`src/rtl/i2s_rx_if.sv`:
```
// i2s_rx_if: I2S serial pins plus the recovered PCM pair and link status
interface i2s_rx_if #(parameter int AUDIO_DW = 16);
    logic                sclk, lrclk, sdata, signed_sample;
    logic [AUDIO_DW-1:0] left_out, right_out;
    logic                sample_valid, locked;
    modport master(output sclk, lrclk, sdata, signed_sample, input left_out, right_out, sample_valid, locked);
    modport slave(input sclk, lrclk, sdata, signed_sample, output left_out, right_out, sample_valid, locked);
endinterface

```
`src/rtl/i2s_rx.sv`:
```
// i2s_rx: oversampling I2S deserializer with frame lock and sclk watchdog
// Rebuilds stereo PCM pairs from sclk/lrclk/sdata sampled in the clk_sys domain.
module i2s_rx #(
    parameter int AUDIO_DW = 16,
    parameter int TIMEOUT  = 255
) (
    input  logic    clk_sys,
    input  logic    reset,
    i2s_rx_if.slave io_i2s
);
    localparam int CW = $clog2(AUDIO_DW + 2);
    localparam int WW = ($clog2(TIMEOUT + 1) > 8) ? $clog2(TIMEOUT + 1) : 8;
    typedef enum logic [1:0] {HUNT, SYNC1, SYNC2, LOCK} state_t;
    state_t              r_state, w_state_nx;
    logic [2:0]          r_sclk_s;
    logic [1:0]          r_lr_s, r_sd_s;
    logic                r_lr_prev, r_armed, r_left_ok, r_valid, w_armed_nx, w_locked;
    logic [CW-1:0]       r_cnt;
    logic [WW-1:0]       r_wd;
    logic [AUDIO_DW-1:0] r_shift, r_hold, r_left, r_right, w_mask, w_fill, w_word;
    logic                w_rise, w_bnd, w_ok, w_to, w_pair;
    assign w_rise = r_sclk_s[1] & ~r_sclk_s[2];
    assign w_bnd  = w_rise & (r_lr_s[1] != r_lr_prev);
    assign w_ok   = r_cnt == CW'(AUDIO_DW - 1);
    assign w_to   = ~w_rise & (r_wd >= WW'(TIMEOUT - 1));
    assign w_pair = w_bnd & r_lr_prev & (r_state != HUNT);
    // Each bit lands directly in its left-justified slot; bits beyond AUDIO_DW are dropped.
    assign w_mask = (r_cnt < CW'(AUDIO_DW)) ? (AUDIO_DW'(1) << (CW'(AUDIO_DW - 1) - r_cnt)) : '0;
    assign w_fill = r_sd_s[1] ? (r_shift | w_mask) : r_shift;
    assign w_word = w_fill ^ {~io_i2s.signed_sample, {(AUDIO_DW - 1){1'b0}}};
    always_comb begin
        w_state_nx = r_state;
        w_locked   = r_state == LOCK;
        if (w_to)
            w_state_nx = HUNT;
        else if (w_bnd & r_lr_prev)
            w_state_nx = (r_state == HUNT) ? (r_armed ? SYNC1 : HUNT) :
                         !(r_left_ok & w_ok) ? HUNT : (r_state == SYNC1) ? SYNC2 : LOCK;
        w_armed_nx = (r_state == HUNT) & (w_state_nx == HUNT) & ~w_to & (r_armed | w_bnd);
    end
    always_ff @(posedge clk_sys)
        r_state <= reset ? HUNT : w_state_nx;
    always_ff @(posedge clk_sys) begin
        if (reset) begin
            r_sclk_s  <= '0;
            r_lr_s    <= '0;
            r_sd_s    <= '0;
            r_lr_prev <= 1'b0;
            r_armed   <= 1'b0;
            r_left_ok <= 1'b0;
            r_valid   <= 1'b0;
            r_cnt     <= '0;
            r_wd      <= '0;
            r_shift   <= '0;
            r_hold    <= '0;
            r_left    <= '0;
            r_right   <= '0;
        end else begin
            r_sclk_s <= {r_sclk_s[1:0], io_i2s.sclk};
            r_lr_s   <= {r_lr_s[0], io_i2s.lrclk};
            r_sd_s   <= {r_sd_s[0], io_i2s.sdata};
            r_armed  <= w_armed_nx;
            r_valid  <= w_pair;
            r_wd     <= w_rise ? '0 : w_to ? WW'(TIMEOUT) : r_wd + WW'(1);
            if (w_rise) begin
                r_lr_prev <= r_lr_s[1];
                r_cnt     <= w_bnd ? '0 : (r_cnt == CW'(AUDIO_DW + 1)) ? r_cnt : r_cnt + CW'(1);
                r_shift   <= w_bnd ? '0 : w_fill;
            end
            if (w_bnd & ~r_lr_prev) begin
                r_hold    <= w_word;
                r_left_ok <= w_ok;
            end
            if (w_pair) begin
                r_left  <= r_hold;
                r_right <= w_word;
            end
        end
    end
    assign io_i2s.left_out     = r_left;
    assign io_i2s.right_out    = r_right;
    assign io_i2s.sample_valid = r_valid;
    assign io_i2s.locked       = w_locked;
endmodule

```
`src/flat_wrapper.sv`:
```
// flat-port wrapper written by rule: the top's interface ports become plain ports
module i2s_rx_flat 
#(
    parameter int AUDIO_DW = 16,
    parameter int TIMEOUT  = 255
)
  (clk_sys, reset, io_i2s_sclk, io_i2s_lrclk, io_i2s_sdata, io_i2s_signed_sample, io_i2s_left_out, io_i2s_right_out, io_i2s_sample_valid, io_i2s_locked);
  i2s_rx_if #(.AUDIO_DW(AUDIO_DW)) io_i2s_i ();
  input  logic clk_sys;
  input  logic reset;
  input wire logic [$bits(io_i2s_i.sclk)-1:0] io_i2s_sclk;
  input wire logic [$bits(io_i2s_i.lrclk)-1:0] io_i2s_lrclk;
  input wire logic [$bits(io_i2s_i.sdata)-1:0] io_i2s_sdata;
  input wire logic [$bits(io_i2s_i.signed_sample)-1:0] io_i2s_signed_sample;
  output wire logic [$bits(io_i2s_i.left_out)-1:0] io_i2s_left_out;
  output wire logic [$bits(io_i2s_i.right_out)-1:0] io_i2s_right_out;
  output wire logic [$bits(io_i2s_i.sample_valid)-1:0] io_i2s_sample_valid;
  output wire logic [$bits(io_i2s_i.locked)-1:0] io_i2s_locked;
  assign io_i2s_i.sclk = io_i2s_sclk;
  assign io_i2s_i.lrclk = io_i2s_lrclk;
  assign io_i2s_i.sdata = io_i2s_sdata;
  assign io_i2s_i.signed_sample = io_i2s_signed_sample;
  assign io_i2s_left_out = io_i2s_i.left_out;
  assign io_i2s_right_out = io_i2s_i.right_out;
  assign io_i2s_sample_valid = io_i2s_i.sample_valid;
  assign io_i2s_locked = io_i2s_i.locked;
  i2s_rx #(.AUDIO_DW(AUDIO_DW), .TIMEOUT(TIMEOUT)) u_core (.clk_sys(clk_sys), .reset(reset), .io_i2s(io_i2s_i));
endmodule
```
`config.mk`:
```
export PLATFORM = sky130hd
export DESIGN_NAME = i2s_rx_flat
export DESIGN_NICKNAME = d
export VERILOG_FILES = /design/src/rtl/i2s_rx_if.sv /design/src/rtl/i2s_rx.sv /design/src/flat_wrapper.sv
export SDC_FILE = /design/constraint.sdc
export NUM_CORES = 1
export LEC_CHECK = 0
export ABC_AREA = 1
export CAP_MARGIN = 20
export CORE_ASPECT_RATIO = 1.25
export CORE_MARGIN = 2
export CORE_UTILIZATION = 55
export CTS_BUF_LIST = sky130_fd_sc_hd__clkbuf_16
export CTS_CLUSTER_SIZE = 28
export DETAILED_ROUTE_END_ITERATION = 16
export PLACE_DENSITY = 0.84
export SYNTH_ARGS = -nofsm -noshare
export SYNTH_HDL_FRONTEND = slang
export SYNTH_SLANG_ARGS = --single-unit
```
`constraint.sdc`:
```
create_clock -name clk_sys -period 1.4 [get_ports clk_sys]
set_input_delay 0.28 -clock clk_sys [delete_from_list [all_inputs] [get_ports clk_sys]]
set_output_delay 0.28 -clock clk_sys [all_outputs]
set_load 0.005 [all_outputs]
```
==> flow_summary.toml, run 1 <==
[run_status]
status = "finished, violations left"
violations = "setup timing"

[setup_path]
cpPeakStageDelay_ns = 0.35
crit_top_cell = "nor2_4"
r2r-end = "u_core.io_i2s.right_out[3]"
arrival_ns = 1.75
critPathSlowestCell = "dfxtp_2"
worst-path-max-fanout = 8
critical-path-top-delay-family = "simple AND/OR/NAND/NOR gates"
reg2reg_from = "u_core.r_sclk_s[1]"
cp-end-kind = "flop"
r2r_slack_ns = -0.09
rr_worst_depth = 8
required_ns = 1.66
critPathBufInv = 3
worstPathCellList = "inv_2 -> nor2_4 -> nand3_2 -> nor2_4 -> buf_12 -> clkbuf_16 -> o21ai_1 -> nor2_1"
critPathLaunchType = "flop"
path_class = "reg2reg"

[synthesis]
synth_edf_count = 0
syn_avg_cell_area_um2 = 7.47
ys_ff_latch = 90
syn_area_um2 = 3580
synthCells = 480
yosysUniqueCellTypes = 24
async_flop_share_pct = 0
ys_seq_area_share_pct = 50.3
ys.flop_type = "dfxtp_1"
synth_nets = 494
yosysWarnings = 0

[floorplan]
die_w_um = 76.2
core_um2 = 6250
num_rows = 32
start_util_pct = 57.4
die_h_um = 94.3
ios = 40
dieArea_um2 = 7180

[drt]
wl_per_cell_um = 16.3
drtIter0Drc = 372
totalWireLength_um = 10500
vias_per_cell = 5.65
antenna_left = 0
vias = 3627
drc_errors = 0
drtPass1Iterations = 6

[grt]
antenna_found_initial = 0
grt_pass1_wl_um = 13900
grt_pass1_vias = 3074
gr-total-overflow = 0
grt_max_degree = 38
grt_usage_pct = 24.1

[clock_tree]
clock-root-buffer = "clkbuf_16"
insertion_delay_ns = 0.34
cts_max_level = 3
clk_pin_slew_ns = 0.06
cts_tree = "done"
clock-sinks = 90
cts_made_buffers = 9
cts_buffer_depth = 2

[cells_and_area]
final_common_cell = "nor2_1"
drive_above_1_share_pct = 18.9
area_delta_synth_final_pct = 34.6
final_util_pct = 77.3
layout_common_cells = "nor2_1, dfxtp_1, inv_1"
finalNetCount = 568
final_cell_count_no_fill = 642
antenna_cells = 0

[sta]
rsz0062_at_grt = "true"
finClkSkew_ns = 0.00466
post-route-period-util_pct = 107
post-route-min-period_ns = 1.49
tightestPinTransition_ns = 0.293
fmax_ghz = 0.670
maxSlewViolCount = 0
final-hold-violation-count = 0
relSlewSlack_pct = 80.4
setup_violations = 11
finalSetupTns_ns = -0.330
setup_ws_ns = -0.0915

[pwr]
powerDensity_nw_per_um2 = 1070
max-vdd-ir-drop_mv = 1.04
p_leak_nw = 2.29
totalPowerFinal_mw = 5.16

[placed_design]
pre_cts_slack_ns = -0.0196
port_buffers = 39
dpl.cell_count = 614
dp.final_hpwl_um = 5310
gp_congestion = 0.866

[hold_path]
hp-class = "reg2reg"
hold_depth = 2
min-delay-start = "u_core.r_sclk_s[0]"
hold_end = "u_core.r_sclk_s[1]"

[job]
cap_violations = 0
## how the worst max path moves through the flow
stage / endpoint / cells past startpoint / slack [ns] / from
finish: u_core.io_i2s.right_out[3] / 8 / -0.09 / u_core.r_sclk_s[1]
global route: u_core.io_i2s.right_out[3] / 8 / -0.12 / u_core.r_sclk_s[1]
CTS: u_core.io_i2s.right_out[9] / 8 / 0.004 / u_core.r_cnt[0]
detailed placement: u_core.r_shift[12] / 5 / -0.02 / reset
global placement: u_core.r_hold[10] / 7 / 0.04 / u_core.r_cnt[1]
floorplan: u_core.io_i2s.left_out[7] / 7 / 0.14 / u_core.r_sclk_s[1]
## worst register-to-register path: cells and delay by family (launching register included)
kind / cells / cell delay (ns)
AOI/OAI and AO/OA: 1 / 0.06
buffers and inverters: 3 / 0.37
DFF: 1 / 0.35
and+or+nand+nor: 4 / 0.64
## kinds of logic (layout without fill, tap and decap cells)
kind of cell / count (synthesis) / in the layout / share of synthesized area, %
flip-flops: 90 / 90 / 50.3
XOR/XNOR: 4 / 4 / 0.977
AO/OA/AOI/OAI: 101 / 101 / 14.2
adder cells (fa/ha/maj): 8 / 8 / 2.79
buffers and inverters: 85 / 162 / 9.49
AND/OR/NAND/NOR: 192 / 192 / 22.3
## stage by stage
step	area, um^2	hold WS (ns)
after floorplan	3580	0.387
after global placement	4270	0.391
after detailed placement	4270	0.393
after CTS	4540	0.402
after global routing	4830	0.417
final	4830	0.399
## metal layers
metal  up-vias  share of wire [%]  routed length (um)  global-route usage (%)
met5         -                  0                   0                       0
met4         0                5.0                 526                    13.0
met2       217                 48                5060                    40.3
li1       1661                  -                   -                       -
met1      1687                 38                3990                    30.1
met3        62                8.6                 903                    3.85
## sequential cells by signal (all words and copies together), names as in the netlist, 2 cells and up
signal / flops
u_core.r_shift: 16
u_core.r_wd: 8
u_core.r_hold: 16
u_core.io_i2s.right_out: 16
u_core.io_i2s.left_out: 16
u_core.r_lr_s: 2
u_core.r_sd_s: 2
u_core.r_sclk_s: 3
u_core.r_cnt: 5
u_core.r_state: 2
## power breakdown
part	internal (mW)	switching, mW	leakage [nW]
sequential	2.59	0.0202	0.731
combinational	0.0950	0.152	1.42
clock	1.35	0.953	0.140
## cells in the mapped netlist (5+ instances only)
cell type  count  share of area (%)
nor3_1        10                1.4
nand4_1        5               0.87
ha_1           8                2.8
clkbuf_1       5               0.52
inv_1         63                6.6
buf_2         11                1.5
o21ai_1       12                1.7
o21ai_0       43                6.0
nand3_1       12                1.7
nand2_1       60                6.3
nor2_1        97                 10
a21oi_1       44                6.1
dfxtp_1       90                 50
## area by class of cell
type,count,area (um^2)
Clock buffer,9,225
Clock inverter,5,50.0
Fill cell,411,1420
Inverter,66,248
Multi-Input combinational cell,305,1570
Sequential cell,90,1810
Tap cell,85,106
Timing Repair Buffer,82,820
## repair_timing
| item | 4_1_cts | 5_1_grt |
|---|---|---|
| hold endpoints to repair | 0 | 0 |
| setup endpoints to repair | 56 | 57 |
| gates cloned | 0 | 5 |
| hold buffers | 0 | 0 |
| pin swaps | 0 | 10 |
| gates resized for setup | 46 | 36 |
| buffers inserted | 1 | 8 |
Power figures use the tool's default switching activity.
==> run 2, diff against run 1 <==
--- a/config.mk
+++ b/config.mk
@@ -11,6 +11,7 @@
 export CORE_MARGIN = 2
 export CORE_UTILIZATION = 55
 export CTS_BUF_LIST = sky130_fd_sc_hd__clkbuf_16
+export CTS_CLUSTER_DIAMETER = 30
 export CTS_CLUSTER_SIZE = 28
 export DETAILED_ROUTE_END_ITERATION = 16
 export PLACE_DENSITY = 0.84
==> results of run 2 <==
Same layout as run 1: the final DEF is identical, and so are final timing and power.
==> run 3, diff against run 2 <==
--- a/config.mk
+++ b/config.mk
@@ -8,7 +8,7 @@
 export ABC_AREA = 1
 export CAP_MARGIN = 20
 export CORE_ASPECT_RATIO = 1.25
-export CORE_MARGIN = 2
+export CORE_MARGIN = 5
 export CORE_UTILIZATION = 55
 export CTS_BUF_LIST = sky130_fd_sc_hd__clkbuf_16
 export CTS_CLUSTER_DIAMETER = 30
==> flow_summary.toml, run 3 (synthesis gave the netlist of run 1 again) <==
[run_status]
status = "finished clean"

[sta]
finalSetupTns_ns = 0
maxSlewViolCount = 0
tightestPinTransition_ns = 0.298
fmax_ghz = 0.730
finClkSkew_ns = 0.00613
post-route-period-util_pct = 97.8
rsz0062_at_grt = "true"
relSlewSlack_pct = 80.1
setup_violations = 0
post-route-min-period_ns = 1.37
setup_ws_ns = 0.0303
whs_ns = 0.406
final-hold-violation-count = 0

[floorplan]
die_w_um = 82.2
start_util_pct = 55.7
num_rows = 33
die_h_um = 100
core_um2 = 6440
ios = 40
dieArea_um2 = 8240

[drt]
antenna_left = 0
vias = 3421
totalWireLength_um = 9280
drc_errors = 0
drtPass1Iterations = 5
drtIter0Drc = 348
wl_per_cell_um = 14.5
vias_per_cell = 5.36

[hold_path]
hold_end = "u_core.r_sd_s[1]"
hold_depth = 2
min-delay-start = "u_core.r_sd_s[0]"
hp-class = "reg2reg"

[setup_path]
worstPathCellList = "nand2_1 -> nand3_2 -> nand2_2 -> buf_12 -> nor3_1"
r2r-end = "u_core.r_shift[11]"
arrival_ns = 1.61
worst-path-max-fanout = 15
cp-end-kind = "flop"
r2r_slack_ns = 0.03
rr_worst_depth = 5
cpPeakStageDelay_ns = 0.49
required_ns = 1.64
reg2reg_from = "u_core.r_lr_prev"
path_class = "reg2reg"
critPathLaunchType = "flop"
critPathSlowestCell = "dfxtp_1"

[cells_and_area]
antenna_cells = 0
drive_above_1_share_pct = 17.1
layout_common_cells = "nor2_1, dfxtp_1, inv_1"
final_common_cell = "nor2_1"
finalNetCount = 560
area_delta_synth_final_pct = 31.3
final_util_pct = 73.1
fillerInstances = 474

[placed_design]
port_buffers = 39
gp_congestion = 0.895
pre_cts_slack_ns = -0.0198
dp.final_hpwl_um = 5540

[grt]
grt_usage_pct = 22.2
grt_pass1_wl_um = 14400
grt_max_degree = 43
antenna_found_initial = 0
grt_pass1_vias = 3168
gr-total-overflow = 0

[pwr]
max-vdd-ir-drop_mv = 0.801
p_leak_nw = 2.23
powerDensity_nw_per_um2 = 1070

[clock_tree]
insertion_delay_ns = 0.34
cts_made_buffers = 9
clock-root-buffer = "clkbuf_16"
cts_tree = "done"
clk_pin_slew_ns = 0.06
clock-sinks = 90
cts_buffer_depth = 2
cts_max_level = 3

[job]
cap_violations = 0
-- run 3: routing by layer --
| layer | global-route usage [%] | part of all wire [%] | up-vias |
|---|---|---|---|
| li1 | - | - | 1652 |
| met4 | 10.1 | 2.5 | 0 |
| met1 | 27.5 | 41 | 1589 |
| met2 | 37.2 | 50 | 150 |
| met5 | 0 | 0 | - |
| met3 | 3.68 | 6.8 | 30 |
-- run 3: worst max-delay path by stage --
stage                                  start                           to  cells after the start
final                       u_core.r_lr_prev           u_core.r_shift[11]                      5
after global routing         u_core.r_cnt[0]  u_core.io_i2s.right_out[15]                     10
after CTS                    u_core.r_cnt[0]  u_core.io_i2s.right_out[15]                      9
after detailed placement     u_core.r_cnt[0]  u_core.io_i2s.right_out[15]                     10
after global placement       u_core.r_cnt[1]            u_core.r_hold[10]                      7
after floorplan           u_core.r_sclk_s[1]    u_core.io_i2s.left_out[7]                      7
-- run 3: timing repair --
item / CTS / global route
gates resized for setup: 43 / 36
cloned: 0 / 1
hold buffers: 0 / 0
pin swaps: 1 / 8
endpoints found under the setup margin: 58 / 74
buffers inserted: 1 / 3
-- run 3: final cells by class --
| cell class | count | area (um^2) | share of cell area [%] |
|---|---|---|---|
| sequential | 90 | 1810 | 38.5 |
| multi-input combinational | 305 | 1570 | 33.4 |
| timing repair buffer | 74 | 691 | 14.7 |
| inverter | 66 | 250 | 5.32 |
| clock buffer | 9 | 225 | 4.79 |
| tap | 87 | 109 | 2.31 |
| clock inverter | 7 | 46.3 | 0.984 |
-- run 3: worst max-delay path, delay by kind of cell, from the launching register on --
kind / cells / cell delay (ns)
flops: 1 / 0.49
buf+inv: 1 / 0.16
simple gates: 4 / 0.62
-- run 3: where the power goes --
| group | internal (mW) | leakage, nW | total [mW] | switching, mW |
|---|---|---|---|---|
| logic | 0.0864 | 1.37 | 0.229 | 0.142 |
| registers | 2.59 | 0.730 | 2.61 | 0.0212 |
| clock network | 1.20 | 0.135 | 2.20 | 1.00 |
-- run 3: through the flow --
| step | total power, mW | instance area [um^2] | instances |
|---|---|---|---|
| 2_1_floorplan | 2.79 | 3580 | 480 |
| 3_5_place_dp | 2.86 | 4280 | 617 |
| 4_1_cts | 5.02 | 4540 | 634 |
| 6_report | 5.04 | 4710 | 638 |
| 5_1_grt | 5.18 | 4710 | 638 |
| 3_3_place_gp | 2.86 | 4280 | 617 |
